File: config.mk
export PLATFORM = sky130hd
export DESIGN_NAME = llr_ram_loader
export DESIGN_NICKNAME = d
export VERILOG_FILES = /design/src/rtl/llr_ram_loader.sv
export SDC_FILE = /design/constraint.sdc
export NUM_CORES = 1
export LEC_CHECK = 0
export ABC_AREA = 1
export BUFFER_PORTS_ARGS = -buffer_cell sky130_fd_sc_hd__buf_4
export CELL_PAD_IN_SITES_DETAIL_PLACEMENT = 0
export CELL_PAD_IN_SITES_GLOBAL_PLACEMENT = 1
export CORE_ASPECT_RATIO = 1.5
export CORE_UTILIZATION = 36
export CTS_CLUSTER_SIZE = 30
export DETAILED_ROUTE_END_ITERATION = 10
export GPL_TIMING_DRIVEN = 0
export PLACE_DENSITY = 0.88
export REMOVE_ABC_BUFFERS = 1
export SYNTH_ARGS = -nofsm -noshare
export SYNTH_HDL_FRONTEND = slang
export SYNTH_SLANG_ARGS = --single-unit
File: constraint.sdc
create_clock -name clk -period 1.7 [get_ports clk]
set_clock_uncertainty 0.2 [all_clocks]
set_input_delay 0.085 -clock clk [delete_from_list [all_inputs] [get_ports clk]]
set_output_delay 0.085 -clock clk [all_outputs]
set_load 0.005 [all_outputs]
File: src/rtl/llr_ram_loader.sv
// llr_ram_loader
//   Accepts one codeword of channel LLRs from a valid/ready stream and writes
//   it to a single-port sync-read RAM at ascending addresses. On request, it
//   streams the stored codeword back out in address order to the decoder core.
//   This block owns every RAM strobe.
//
// Ports
//   clk, rst       clock; asynchronous active-high reset
//   flush          synchronous abort that discards the codeword and returns to IDLE
//   in_valid/in_ready/in_data     input LLR stream (valid/ready handshake)
//   rd_start       one-cycle pulse that starts readout; acted on only when FULL
//   out_valid/out_data/out_last   output LLR stream, no backpressure
//   loaded         a complete codeword is stored and has not been read out
//   word_count     number of beats stored so far (0..CW_LEN)
//   ram_cs, ram_we, ram_address, ram_data_in, ram_data_out   RAM port
module llr_ram_loader #(
  parameter int DATA_WIDTH = 8,
  parameter int ADDR_WIDTH = 8,
  parameter int DEPTH      = 256,
  parameter int CW_LEN     = 256
) (
  input  logic                  clk,
  input  logic                  rst,
  input  logic                  flush,
  input  logic                  in_valid,
  input  logic [DATA_WIDTH-1:0] in_data,
  output logic                  in_ready,
  input  logic                  rd_start,
  output logic                  out_valid,
  output logic [DATA_WIDTH-1:0] out_data,
  output logic                  out_last,
  output logic                  loaded,
  output logic [ADDR_WIDTH:0]   word_count,
  output logic                  ram_cs,
  output logic                  ram_we,
  output logic [ADDR_WIDTH-1:0] ram_address,
  output logic [DATA_WIDTH-1:0] ram_data_in,
  input  logic [DATA_WIDTH-1:0] ram_data_out
);

  // The codeword length can never exceed the RAM, so it is clamped to DEPTH.
  localparam int LEN = (CW_LEN > DEPTH) ? DEPTH : CW_LEN;
  localparam logic [ADDR_WIDTH-1:0] LAST_ADDR = ADDR_WIDTH'(LEN - 1);

  typedef enum logic [2:0] {
    IDLE  = 3'd0,
    LOAD  = 3'd1,
    FULL  = 3'd2,
    READ  = 3'd3,
    DRAIN = 3'd4
  } state_t;

  state_t                state;
  logic [ADDR_WIDTH-1:0] wr_ptr;
  logic [ADDR_WIDTH-1:0] rd_ptr;
  logic                  accept;
  logic                  rd_issue;

  // flush blocks both the write handshake and any read issue in its cycle.
  assign in_ready = ((state == IDLE) || (state == LOAD)) && !flush;
  assign accept   = in_valid && in_ready;
  assign rd_issue = (state == READ) && !flush;

  assign ram_cs      = accept || rd_issue;
  assign ram_we      = accept;
  assign ram_address = (state == READ) ? rd_ptr : wr_ptr;
  assign ram_data_in = in_data;

  // The RAM already registers its output, so the data passes straight through
  // and lines up with the registered out_valid.
  assign out_data = ram_data_out;

  always_ff @(posedge clk or posedge rst) begin
    if (rst) begin
      state      <= IDLE;
      wr_ptr     <= '0;
      rd_ptr     <= '0;
      word_count <= '0;
      loaded     <= 1'b0;
      out_valid  <= 1'b0;
      out_last   <= 1'b0;
    end else if (flush) begin
      state      <= IDLE;
      wr_ptr     <= '0;
      rd_ptr     <= '0;
      word_count <= '0;
      loaded     <= 1'b0;
      out_valid  <= 1'b0;
      out_last   <= 1'b0;
    end else begin
      out_valid <= 1'b0;
      out_last  <= 1'b0;
      unique case (state)
        IDLE, LOAD: begin
          if (accept) begin
            word_count <= word_count + (ADDR_WIDTH + 1)'(1);
            // wr_ptr stays on the last address so that it never wraps.
            if (wr_ptr == LAST_ADDR) begin
              state  <= FULL;
              loaded <= 1'b1;
            end else begin
              wr_ptr <= wr_ptr + ADDR_WIDTH'(1);
              state  <= LOAD;
            end
          end
        end
        FULL: begin
          if (rd_start) begin
            state  <= READ;
            rd_ptr <= '0;
          end
        end
        READ: begin
          out_valid <= 1'b1;
          if (rd_ptr == LAST_ADDR) begin
            out_last <= 1'b1;
            state    <= DRAIN;
          end else begin
            rd_ptr <= rd_ptr + ADDR_WIDTH'(1);
          end
        end
        DRAIN: begin
          // The final word is on out_data during this cycle.
          state      <= IDLE;
          wr_ptr     <= '0;
          rd_ptr     <= '0;
          word_count <= '0;
          loaded     <= 1'b0;
        end
        default: state <= IDLE;
      endcase
    end
  end

endmodule

==> impl_results.md <==
- Status: complete, but fails checks
- Failing checks: setup timing
- Fraction of layout instances using a drive strength above 1: 29.3%
- Total wirelength of the detailed-routed design: 5150 um
- DRC violation count after routing: 0
- Final TNS setup: -0.171 ns
- Sum of net half-perimeters after detailed placement: 3300 um
- H-tree level count: 2
- Fmax: 571 MHz
- Reg2reg path depth: 8
- Crit path capture type: primary output
- Port Buffers: 27
- Routed vias: 1864
- DIE AREA: 0.00584 mm^2
- Synthesized instance count: 265
- Netlist cell types: 32
- Period utilisation layout: 103%
- Vias per inst: 4.92
- Standard-cell rows: 32
- Source of the worst register-to-register timing path: state[2]
- FF-to-FF setup slack: -0.02 ns
- Count of nets left with antenna violations after detail routing: 0
- Final WS setup: -0.0514 ns
- Headroom to the max-slew limit: 55.7%
- End-of-flow core utilization: 49.7%
- Endpoint of the most critical register-to-register path: state[0]
- Pin count of the biggest net entering global routing: 32
- Die W: 62.8 um
- Leading cell type in the layout, fill and taps excluded: sky130_fd_sc_hd__nand2_1
- Die extent in y: 93.1 um
- Number of clock sinks seen by CTS: 31
- Hold violation total from the final report: 0
- Maximum VDD drop: 0.370 mV
- Number of synthesis warnings: 0
- Clk buf depth: 2
- Antenna violations before repair: 0
- Crit path required time: 1.41 ns
- Clock tree root buffer cell: sky130_fd_sc_hd__clkbuf_8
- Sequential fraction of the synthesis area: 38.9%
- Maxcap violations: 0
- P_leak: 1.30 nW
- Class of the most critical hold timing path: input port to flip-flop
- TritonCTS Buffers: 5
- Post-synth design cell area: 0.00199 mm^2
- Slew Limit Fails: 0
- Clock transition at the registers of the reported paths: 0.06 ns
- Detailed router's first-iteration violation count: 65
- DR pass1 iterations: 4
- Average detailed-routed wire length per instance: 13.6 um
- Placer congestion estimate: 0.793
- Cell Count, Final, Fillers Out: 379
- Layout overhead on the synthesized area: 30.8%
- Initial core utilization: 38.0%
- Boundary pin count: 60
- Critical setup path kind: flip-flop to primary output
- Placed Cells: 341
- Maximum fanout count along the critical path: 5
- Global-route usage over all layers: 18.2%
- Most frequent cells in the layout: sky130_fd_sc_hd__nand2_1, sky130_fd_sc_hd__buf_4, sky130_fd_sc_hd__dfrtp_1
- Worst Setup SP: state[2]
- Pwr Density: 606 mW/mm^2
- Startpoint class of the critical path: flip-flop
- End point of the critical path: ram_address[2]
- Via count of the first global-routing pass: 1794
- CORE AREA: 0.00525 mm^2
- Count of final setup violators: 5
- Number of synthesized register bits: 31
- Setup repair after global routing missed its margin: yes
- CTS tree: done
- First-pass GRT wire length: 8330 um
- Net count reported at finish: 335
- Final critical delay including setup and external delays: 1.75 ns
- Synthesized area per cell: 7.52 um^2
- Number of antenna diodes: 0
- GR Overflow Total: 0
- Worst skew pair latency: 0.28 ns
- Worst Tran Pin Value: 0.660 ns
- WP data arrival: 1.47 ns
worst max-delay path, cell delays in order, from the launching register on:
cell and delay (ns):
sky130_fd_sc_hd__dfrtp_2 0.44, sky130_fd_sc_hd__nor2_4 0.20, sky130_fd_sc_hd__nand2_4 0.11, sky130_fd_sc_hd__mux2_4 0.32
sky130_fd_sc_hd__buf_6 0.12
where the power goes:
group          switching (W)  leakage (nW)  internal (W)
combinational       0.000108         0.835      0.000109
sequential         0.0000219         0.423      0.000755
clock               0.000270        0.0470      0.000317
cells by family after synthesis:
group                    synth area share [%]
AND/OR/NAND/NOR                          31.9
buffers and inverters                    13.7
AO/OA/AOI/OAI                            10.6
flip-flops                               38.9
XOR/XNOR                                 1.32
multiplexers                             1.69
adder cells (fa/ha/maj)                  1.88
worst min-delay path by stage:
stage	start	endpoint	slack, ns	cells past startpoint
after global placement	in_data[5]	ram_data_in[5]	-0.03	0
after detailed placement	in_data[5]	ram_data_in[5]	-0.03	0
after global routing	flush	loaded	0.06	5
after floorplan	ram_data_out[0]	out_data[0]	-0.03	0
after CTS	rst	loaded	-0.02	2
final	flush	wr_ptr[3]	0.03	4
cells in the mapped netlist:
cell type                   n  area [um^2]
sky130_fd_sc_hd__dfrtp_1   31          776
sky130_fd_sc_hd__or2_2      2         12.5
sky130_fd_sc_hd__buf_2      1         5.00
sky130_fd_sc_hd__o21ai_2    3         26.3
sky130_fd_sc_hd__clkinv_2   1         5.00
sky130_fd_sc_hd__nand2_1   69          259
sky130_fd_sc_hd__nand3_4    1         17.5
sky130_fd_sc_hd__nor2_8     1         20.0
sky130_fd_sc_hd__nand3_1   18         90.1
sky130_fd_sc_hd__nor2_2     3         18.8
sky130_fd_sc_hd__inv_2      3         11.3
sky130_fd_sc_hd__nor3_1     1         5.00
sky130_fd_sc_hd__ha_1       3         37.5
sky130_fd_sc_hd__o21ai_1    1         5.00
sky130_fd_sc_hd__nand3_2    4         40.0
sky130_fd_sc_hd__o21a_1     1         7.51
sky130_fd_sc_hd__buf_4     16          120
sky130_fd_sc_hd__nor2_1    25         93.8
sky130_fd_sc_hd__xnor2_1    1         8.76
sky130_fd_sc_hd__buf_6      1         11.3
sky130_fd_sc_hd__nand2_2    2         12.5
sky130_fd_sc_hd__o21ai_0   25          125
sky130_fd_sc_hd__nand4_1    5         31.3
sky130_fd_sc_hd__nand2_4    1         11.3
sky130_fd_sc_hd__and2_4     1         8.76
sky130_fd_sc_hd__inv_1     28          105
sky130_fd_sc_hd__buf_8      1         15.0
sky130_fd_sc_hd__xor2_1     2         17.5
sky130_fd_sc_hd__a21oi_1    8         40.0
sky130_fd_sc_hd__nand3b_1   2         15.0
sky130_fd_sc_hd__mux2_2     3         33.8
sky130_fd_sc_hd__o211ai_1   1         7.51
what timing repair did:
item                                   4_1_cts  5_1_grt
resized for setup                           11       25
setup endpoints to repair                   16       31
hold buffers                                16        1
pin swaps                                    1        2
setup buffers                                7        4
endpoints found under the hold margin       47       15
gates cloned                                 1        1
state kept, by name, indices dropped and copies added (netlist names):
register and count:
word_count 9, out_last 1, out_valid 1, state 3, wr_ptr 8, loaded 1
rd_ptr 8
layout make-up:
cell class                      instances  area [um^2]
Clock buffer                            6         82.6
Clock inverter                          1         5.00
Multi-Input combinational cell        185         1040
Fill cell                             507         2640
Tap cell                               68         85.1
Sequential cell                        31          778
Inverter                               32          121
Timing Repair Buffer                   56          498
through the flow:
| stage | area, um^2 | hold WS, ns | power (W) | setup WS (ns) |
|---|---|---|---|---|
| 4_1_cts | 2460 | -0.0233 | 0.00158 | -0.0535 |
| 3_3_place_gp | 2130 | -0.0300 | 0.000933 | -0.0168 |
| 2_1_floorplan | 1840 | -0.0300 | 0.000870 | 0.176 |
| 3_5_place_dp | 2130 | -0.0300 | 0.000934 | -0.0349 |
| 5_1_grt | 2610 | 0.0602 | 0.00165 | -0.113 |
| 6_report | 2610 | 0.0323 | 0.00158 | -0.0514 |
routing by layer:
layer / global-route usage, % / up-vias / routed length (um)
li1: - / 927 / -
met1: 21.1 / 899 / 2120
met2: 33.2 / 29 / 2790
met3: 3.78 / 9 / 131
met4: 5.43 / 0 / 100
met5: 0 / - / 0
(Power assumes the default switching activity.)
